<file path="config.mk">
export PLATFORM = sky130hd
export DESIGN_NAME = mxint_block_encoder
export DESIGN_NICKNAME = d
export VERILOG_FILES = /design/src/rtl/mxint_pkg.sv /design/src/rtl/mxint_leading_bit.sv /design/src/rtl/mxint_block_encoder.sv
export SDC_FILE = /design/constraint.sdc
export NUM_CORES = 1
export LEC_CHECK = 0
export ABC_CLOCK_PERIOD_IN_PS = 5500
export BUFFER_PORTS_ARGS = -buffer_cell sky130_fd_sc_hd__buf_2
export CAP_MARGIN = 20
export CORE_MARGIN = 2
export CORE_UTILIZATION = 57
export DETAILED_ROUTE_END_ITERATION = 7
export PLACE_DENSITY = 0.79
export SETUP_SLACK_MARGIN = 0.1
export SLEW_MARGIN = 20
export SYNTH_ARGS = -nofsm -noshare
export SYNTH_HDL_FRONTEND = slang
export SYNTH_HIERARCHICAL = 1
export SYNTH_SLANG_ARGS = --single-unit
</file>
<file path="constraint.sdc">
create_clock -name clk -period 5.5 [get_ports clk]
set_clock_uncertainty 0.05 [all_clocks]
set_input_delay 0.825 -clock clk [delete_from_list [all_inputs] [get_ports clk]]
set_output_delay 0.825 -clock clk [all_outputs]
set_load 0.02 [all_outputs]
</file>
<file path="src/rtl/mxint_pkg.sv">
// rtl/mxint_pkg.sv - shared FSM state type and width helper for the MXINT block encoder
package mxint_pkg;

  typedef enum logic [1:0] {
    COLLECT = 2'd0,
    SCAN    = 2'd1,
    SHIFT   = 2'd2,
    OUT     = 2'd3
  } state_e;

  // Signed width able to hold B - (M-1) for any B in 0..W-1
  function automatic int shift_width(input int in_width);
    return $clog2(in_width) + 2;
  endfunction

endpackage

</file>
<file path="src/rtl/mxint_leading_bit.sv">
// rtl/mxint_leading_bit.sv - significant bit count of a signed value
// b = 1 + index of the highest bit differing from the sign bit; 0 for values 0 and -1.
module mxint_leading_bit #(
  parameter int W = 16
) (
  input  logic [W-1:0]         x,
  output logic [$clog2(W)-1:0] b
);

  logic [W-2:0] diff;

  assign diff = x[W-2:0] ^ {(W - 1){x[W-1]}};

  always_comb begin
    b = '0;
    for (int k = 0; k < W - 1; k++) begin
      if (diff[k]) b = ($clog2(W))'(k + 1);
    end
  end

endmodule

</file>
<file path="src/rtl/mxint_block_encoder.sv">
// rtl/mxint_block_encoder.sv - serial fixed-point to MXINT block encoder (collect, scan, shift, out)
// Optional MXINT_BLOCK_ENCODER_ROUND_EN: round half up with positive saturation instead of truncation.
module mxint_block_encoder
  import mxint_pkg::*;
#(
  parameter int DATA_IN_0_PRECISION_0  = 16,
  parameter int DATA_IN_0_PRECISION_1  = 8,
  parameter int DATA_OUT_0_PRECISION_0 = 8,
  parameter int DATA_OUT_0_PRECISION_1 = 8,
  parameter int BLOCK_SIZE             = 4
) (
  input  logic                              clk,
  input  logic                              rst,
  input  logic [DATA_IN_0_PRECISION_0-1:0]  data_in_0,
  input  logic                              data_in_0_valid,
  output logic                              data_in_0_ready,
  output logic [DATA_OUT_0_PRECISION_0-1:0] mdata_out_0 [BLOCK_SIZE-1:0],
  output logic [DATA_OUT_0_PRECISION_1-1:0] edata_out_0,
  output logic                              data_out_0_valid,
  input  logic                              data_out_0_ready
);

  localparam int W     = DATA_IN_0_PRECISION_0;
  localparam int FRAC  = DATA_IN_0_PRECISION_1;
  localparam int M     = DATA_OUT_0_PRECISION_0;
  localparam int E     = DATA_OUT_0_PRECISION_1;
  localparam int N     = BLOCK_SIZE;
  localparam int BW    = $clog2(W);
  localparam int CW    = (N > 1) ? $clog2(N) : 1;
  localparam int SW    = shift_width(W);
  localparam int E_MIN = -(2 ** (E - 1));
  localparam int E_MAX = (2 ** (E - 1)) - 1;
`ifdef MXINT_BLOCK_ENCODER_ROUND_EN
  localparam logic signed [W:0] MANT_MAX = (W + 1)'((2 ** (M - 1)) - 1);
`endif

  state_e                state_q, state_d;
  logic [CW-1:0]         count_q, count_d;
  logic [W-1:0]          elem_q [N-1:0];
  logic [W-1:0]          elem_d [N-1:0];
  logic signed [SW-1:0]  shift_q, shift_d;
  logic [M-1:0]          mant_q [N-1:0];
  logic [M-1:0]          mant_d [N-1:0];
  logic [E-1:0]          exp_q, exp_d;
  logic [BW-1:0]         lead [N-1:0];
  logic [BW-1:0]         b_max;
  logic signed [31:0]    e_full;

  // Bring one element to the shared scale; the scan guarantees the result fits M bits
  function automatic logic [M-1:0] scale(input logic [W-1:0] x, input logic signed [SW-1:0] sh);
    logic signed [W:0] xe;
    logic signed [W:0] r;
    logic [SW-1:0]     amt;
    xe = {x[W-1], x};
    if (sh > 0) begin
      amt = sh;
`ifdef MXINT_BLOCK_ENCODER_ROUND_EN
      xe = xe + ((W + 1)'(1) << (amt - SW'(1)));
      r  = xe >>> amt;
      if (r > MANT_MAX) r = MANT_MAX;
`else
      r  = xe >>> amt;
`endif
    end else begin
      amt = -sh;
      r   = xe << amt;
    end
    return r[M-1:0];
  endfunction

  for (genvar i = 0; i < N; i++) begin : g_lead
    mxint_leading_bit #(.W(W)) u_lead (
      .x (elem_q[i]),
      .b (lead[i])
    );
  end

  always_comb begin
    b_max = '0;
    for (int i = 0; i < N; i++) begin
      if (lead[i] > b_max) b_max = lead[i];
    end
  end

  always_comb begin
    state_d = state_q;
    count_d = count_q;
    shift_d = shift_q;
    exp_d   = exp_q;
    e_full  = '0;
    for (int i = 0; i < N; i++) begin
      elem_d[i] = elem_q[i];
      mant_d[i] = mant_q[i];
    end
    case (state_q)
      COLLECT: begin
        if (data_in_0_valid) begin
          elem_d[count_q] = data_in_0;
          if (count_q == CW'(N - 1)) begin
            count_d = '0;
            state_d = SCAN;
          end else begin
            count_d = count_q + CW'(1);
          end
        end
      end
      SCAN: begin
        shift_d = $signed(SW'(b_max)) - $signed(SW'(M - 1));
        state_d = SHIFT;
      end
      SHIFT: begin
        for (int i = 0; i < N; i++) mant_d[i] = scale(elem_q[i], shift_q);
        e_full = 32'(shift_q) - FRAC;
        if (e_full < E_MIN)      exp_d = E'(E_MIN);
        else if (e_full > E_MAX) exp_d = E'(E_MAX);
        else                     exp_d = e_full[E-1:0];
        state_d = OUT;
      end
      OUT: begin
        if (data_out_0_ready) state_d = COLLECT;
      end
      default: state_d = COLLECT;
    endcase
  end

  always_ff @(posedge clk or posedge rst) begin
    if (rst) begin
      state_q <= COLLECT;
      count_q <= '0;
      shift_q <= '0;
      exp_q   <= '0;
      for (int i = 0; i < N; i++) begin
        elem_q[i] <= '0;
        mant_q[i] <= '0;
      end
    end else begin
      state_q <= state_d;
      count_q <= count_d;
      shift_q <= shift_d;
      exp_q   <= exp_d;
      for (int i = 0; i < N; i++) begin
        elem_q[i] <= elem_d[i];
        mant_q[i] <= mant_d[i];
      end
    end
  end

  assign data_in_0_ready  = (state_q == COLLECT);
  assign data_out_0_valid = (state_q == OUT);
  assign edata_out_0      = exp_q;

  always_comb begin
    for (int i = 0; i < N; i++) mdata_out_0[i] = mant_q[i];
  end

endmodule

</file>
Word level (Yosys, flattened, before mapping)
Index checks and enable logic that the tools add are counted.
{ "word_totals": {"in_bits": 20, "elab_cells": 126, "out_inout_bits": 42, "regBits": 113} }
{ "classes": {"n_eq_ne": 7, "n_lt_le_gt_ge": 9, "addsub": 4, "reduce_logical": 4, "n_mux": 78, "shift": 8, "n_bitwise": 4} }
{ "ops": {"columns": ["operator", "count"], "rows": [
  ["4-bit 2-to-1 mux", 36],
  ["17-bit by 6-bit left shift with 8-bit output", 4],
  ["64-bit bitwise mux", 1],
  ["16-bit by 6-bit >>> shifter with 8-bit output", 4],
  ["15-bit bitwise XOR", 4],
  ["3-bit 2-to-1 mux", 16],
  ["8-bit 2-to-1 mux", 6],
  ["16-bit demux with 2-bit select", 1],
  ["2-bit 2-to-1 mux", 12],
  ["16-bit 2-to-1 mux", 1],
  ["4-bit > comparator", 3],
  ["6-bit by 8-bit > comparator with 1-bit output (second input constant)", 1],
  ["6-bit by 8-bit less-than comparator with 1-bit output (second input constant)", 1],
  ["2-bit case mux with 4 select lines", 1],
  ["2-bit equality test (second input constant)", 3],
  ["5-bit negator with 6-bit output", 1],
  ["5-bit by 5-bit subtractor with 6-bit output (second input constant)", 1],
  ["5-bit by 1-bit > comparator with 1-bit output (second input constant)", 1],
  ["4-bit by 3-bit subtractor with 5-bit output (second input constant)", 1],
  ["4-bit by 1-bit > comparator with 1-bit output (second input constant)", 1],
  ["1-bit 2-to-1 mux", 4],
  ["2-bit by 1-bit inequality test with 1-bit output (second input constant)", 2],
  ["2-bit by 3-bit less-than comparator with 1-bit output (second input constant)", 1],
  ["3-bit AND reduction", 1],
  ["7 further kinds", 7]
]} }

Depth between registers and ports, before layout
{ "logic_depth": {"word_depth": 25, "ltp_mapped": 29, "ltp_nobuf": 29} }

By module
The synthesis kept the hierarchy.
{ "modules_own_cells": {"columns": ["mod", "n_inst", "area_per_inst_um2", "cells_each", "seq_area_each_um2"], "rows": [
  ["mxint_block_encoder", 1, 8557.0, 930, 2777.7],
  ["mxint_leading_bit", 4, 294.0, 54, 0.0]
]} }

Worst setup path after synthesis
Ideal clock, no wire load.
{ "synth_timing": {"path_kind": "flip-flop to flip-flop", "startpoint": "register elem_q[30] (netlist name)", "endpoint": "register shift_q[3]", "t_required_ns": 5.368, "arrival_time_ns": 5.900, "path_stages_with_launch": 25, "n_path_buf": 0, "setup_slack_ns": -0.532, "period_less_slack_ns": 6.032, "setup_ns": 0.082, "cell_sequence": "dfrtp_1 > or3_1 > or3_1 > o21ai_0 > a21oi_1 > ha_1 > nor2b_4 > o211ai_1 > a21boi_1 > mux2_2 > ha_1 > and2b_2 > a221oi_2 > a2111oi_1 > a311oi_2 > a21oi_1 > mux2_2 > ha_1 > and4_2 > a21oi_2 > nor2_1 > a32o_1 > a211o_2 > a31o_1 > a31oi_1"} }
{ "synth_rtl": {"columns": ["item", "line", "text"], "rows": [
  ["start, declared", "mxint_block_encoder.sv:39", "logic [W-1:0] elem_q [N-1:0];"],
  ["start signal, assigned by index", "mxint_block_encoder.sv:142", "elem_q[i] <= elem_d[i];"],
  ["end signal, assigned", "mxint_block_encoder.sv:139", "shift_q <= shift_d;"],
  ["end, declared", "mxint_block_encoder.sv:41", "logic signed [SW-1:0] shift_q, shift_d;"]
]} }

==> tab_implementation.tex <==
\begin{tabular}{lr}
\hline
Metric & Value \\
\hline
\multicolumn{2}{l}{\textbf{Outcome}} \\
Result of the run & complete, but fails checks \\
Violated checks & negative setup slack \\
\multicolumn{2}{l}{\textbf{Finish}} \\
Synth-to-Final Area Change & 14.3\% \\
Count of fill cells added during filler insertion & 1345 \\
Share of final-layout standard cells stronger than drive strength 1 & 0.289 \\
Post-route cell area & 11100 um2 \\
Number of antenna cells inserted & 0 \\
Layout net count & 1261 \\
\multicolumn{2}{l}{\textbf{Route}} \\
Remaining antenna violation count & 0 \\
Number of vias per cell & between 6 and 7 \\
Vias after detailed routing & 9739 \\
Final routed DRC violation total & 0 \\
Number of detailed-routing iterations run before antenna repair & 8 \\
WL final & about 30 mm \\
Routed length per instance & roughly 21 um \\
Initial DRC Count & roughly 1100 \\
\multicolumn{2}{l}{\textbf{Floorplan}} \\
Number of cell rows & 47 \\
Initial core utilization & 0.585 \\
Die Area & about 18000 um2 \\
Vertical die dimension & approximately 130 um \\
I/O pin count & 62 \\
Horizontal die dimension & $\sim$130 um \\
Core outline area & between 15000 and 20000 um2 \\
\multicolumn{2}{l}{\textbf{Global route}} \\
Number of global-route vias before repair & a little over 9000 \\
Antenna violations before repair & 0 \\
Largest net degree at the start of global routing & 75 \\
Global-route wire length before repair & around 48 mm \\
All-layer global routing usage & 0.341 \\
Sum of overflow across all layers after global routing & 0 \\
\multicolumn{2}{l}{\textbf{Clocking}} \\
TritonCTS clock tree & done \\
Insertion delay to the later sink of the worst-skew pair & around 0.37 ns \\
Cell at the root of the clock tree & clkbuf\_16 \\
Hold bufs inserted after CTS & 0 \\
Clk buf depth & 2 \\
Clk sinks & 111 \\
Number of H-tree branching levels & 3 \\
Inserted Clock Buffers & 9 \\
Clock slew at reported path FFs & $\sim$0.08 ns \\
\multicolumn{2}{l}{\textbf{Setup path}} \\
Crit start category & flip-flop \\
Data arrival time of the worst path & between 5 and 6 ns \\
CP max stage delay & a little over 0.4 ns \\
Slowest cell on crit path & a311oi\_2 \\
Required time of the critical path & approximately 5.7 ns \\
Endpoint type of the worst setup path & flip-flop \\
Path type of the worst setup path & reg -> reg \\
Biggest fanout along the worst timing path & 5 \\
\multicolumn{2}{l}{\textbf{Timing}} \\
Unrepaired setup endpoints after global routing & true \\
Final setup violation count & 4 \\
Setup WS post-layout & -0.207 ns \\
Period minus WS final & approximately 5.7 ns \\
Tightest Pin Transition & 1.07 ns \\
Final Hold Fails & 0 \\
Tightest hold margin & 0.460 ns \\
Headroom to the max-slew limit & 0.288 \\
Fmax & $\sim$180 MHz \\
Final Max Slew Viols & 0 \\
Final period util & 1.04 \\
\multicolumn{2}{l}{\textbf{Synth}} \\
Mapped Cells & 1146 \\
Post-Synthesis Mean Instance Area & about 8.5 um2 \\
Count of warnings emitted by yosys & 6 \\
Post-synth ARST share & 1.00 \\
Syn Std Cell Area & 9730 um2 \\
Number of storage elements in the synthesis netlist & $\sim$110 \\
Unique masters post-synth & between 60 and 70 \\
Sequential area share after synthesis & 0.285 \\
Most common flop cell mapped by yosys & dfrtp\_1 \\
Number of enable flip-flop cells after synthesis & 0 \\
Number of nets produced by synthesis & 1189 \\
\multicolumn{2}{l}{\textbf{Placed design}} \\
Gpl congestion & between 0.9 and 1 \\
Port Buffers & 61 \\
Post-place instance area & 10500 um2 \\
Final HPWL DP & $\sim$22 mm \\
\multicolumn{2}{l}{\textbf{Job}} \\
Maximum Capacitance Violations & 0 \\
\multicolumn{2}{l}{\textbf{Hold path}} \\
Path class of the lowest-slack min-delay path & reg -> reg \\
\hline
\end{tabular}
path summary, 6_finish.rpt:
path                                            start                    endpoint  slack, ns  depth (start not counted)
setup / recovery               elem_q[13]$_DFFE_PP0P_      shift_q[3]$_DFFE_PP0N_      -0.21                         25
hold / removal             edata_out_0[0]$_DFFE_PP0P_  edata_out_0[0]$_DFFE_PP0P_       0.46                          1
setup reg to reg               elem_q[13]$_DFFE_PP0P_      shift_q[3]$_DFFE_PP0N_      -0.21                         25
hold reg to reg            edata_out_0[0]$_DFFE_PP0P_  edata_out_0[0]$_DFFE_PP0P_       0.46                          1
max in group asynchronous                         rst  edata_out_0[6]$_DFFE_PP0P_       3.77                          3
min in group asynchronous                         rst      elem_q[48]$_DFFE_PP0P_       0.59                          2
layer usage:
| layer | vias to the layer above | share of wire | global-route usage |
|---|---|---|---|
| met2 | 568 | 0.46 | 0.546 |
| met1 | 4662 | 0.39 | 0.444 |
| met4 | 0 | 0.047 | 0.145 |
| li1 | 4381 | - | - |
| met3 | 128 | 0.11 | 0.0796 |
| met5 | - | 0 | 0 |
placed cells by master, fill, tap and decap left out, types with 20 or more instances in the layout:
cell	count
nor2_1	128
mux2_2	119
dfrtp_1	107
o21ai_0	102
nand2_1	96
buf_4	77
a21oi_1	74
buf_2	61
mux2i_1	58
inv_1	25
nand3_1	25
a31oi_1	23
nor2b_1	21
nand2b_1	20
per-stage QoR:
stage / setup TNS [ns] / instances / setup slack (ns) / util
3_5_place_dp: -0.878 / 1416 / -0.260 / 0.633
4_1_cts: -0.104 / 1443 / -0.0471 / 0.663
3_3_place_gp: -0.218 / 1416 / -0.100 / 0.633
5_1_grt: -1.82 / 1443 / -0.457 / 0.669
6_report: -0.641 / 1443 / -0.207 / 0.669
2_1_floorplan: -0.830 / 1146 / -0.269 / -
cells in the mapped netlist, types with 14 or more instances:
cell type    n  area, um2
ha_1        23        288
nand3_1     25        125
a31oi_1     23        144
o21ai_0    105        526
or3_1       14       87.6
nor2_1     129        484
dfrtp_1    111       2780
nor3_1      20        100
nand2b_1    20        125
nor2b_1     23        144
clkbuf_1    52        195
o22ai_1     14       87.6
a21oi_1     80        400
nand2_1     97        364
mux4_2      19        428
mux2_2     122       1370
o211ai_1    15        113
mux2i_1     60        601
inv_1       27        101
state kept, by name (all words and copies together) (netlist names):
register / count
edata_out_0: 6
shift_q: 5
state_q: 2
elem_q: 64
count_q: 2
mdata_out_0: 32
final cells by class:
class	instances	area, um2	area share
sequential	111	2790	0.250
clock inverter	7	110	0.00990
multi-input combinational	927	6710	0.603
clock buffer	9	225	0.0202
inverter	29	111	0.0100
timing repair buffer	140	906	0.0814
tap	220	275	0.0247
cells by family after synthesis:
| family | count (synthesis) | share of synthesized area |
|---|---|---|
| flops | 111 | 0.285 |
| mux | 201 | 0.247 |
| buf+inv | 108 | 0.0464 |
| compound gates | 333 | 0.212 |
| simple gates | 365 | 0.175 |
| xor+xnor | 5 | 0.00450 |
| fa+ha+maj | 23 | 0.0296 |
critical path: cells and delay by family (launching register included):
family          cells  cell delay, ns
mux                 2            0.54
buf+inv             2            0.23
simple gates        6            1.39
fa+ha+maj           3            0.62
compound gates     12            2.40
flops               1            0.38
timing repair:
item                       CTS  global route
buffers inserted            11             2
setup endpoints to repair    5             5
resized for setup           14            21
gates cloned                 0             0
pin swaps                   14            21
Power is not shown: default switching activity piles up to over one toggle a cycle in this logic, so the estimate is an artifact.
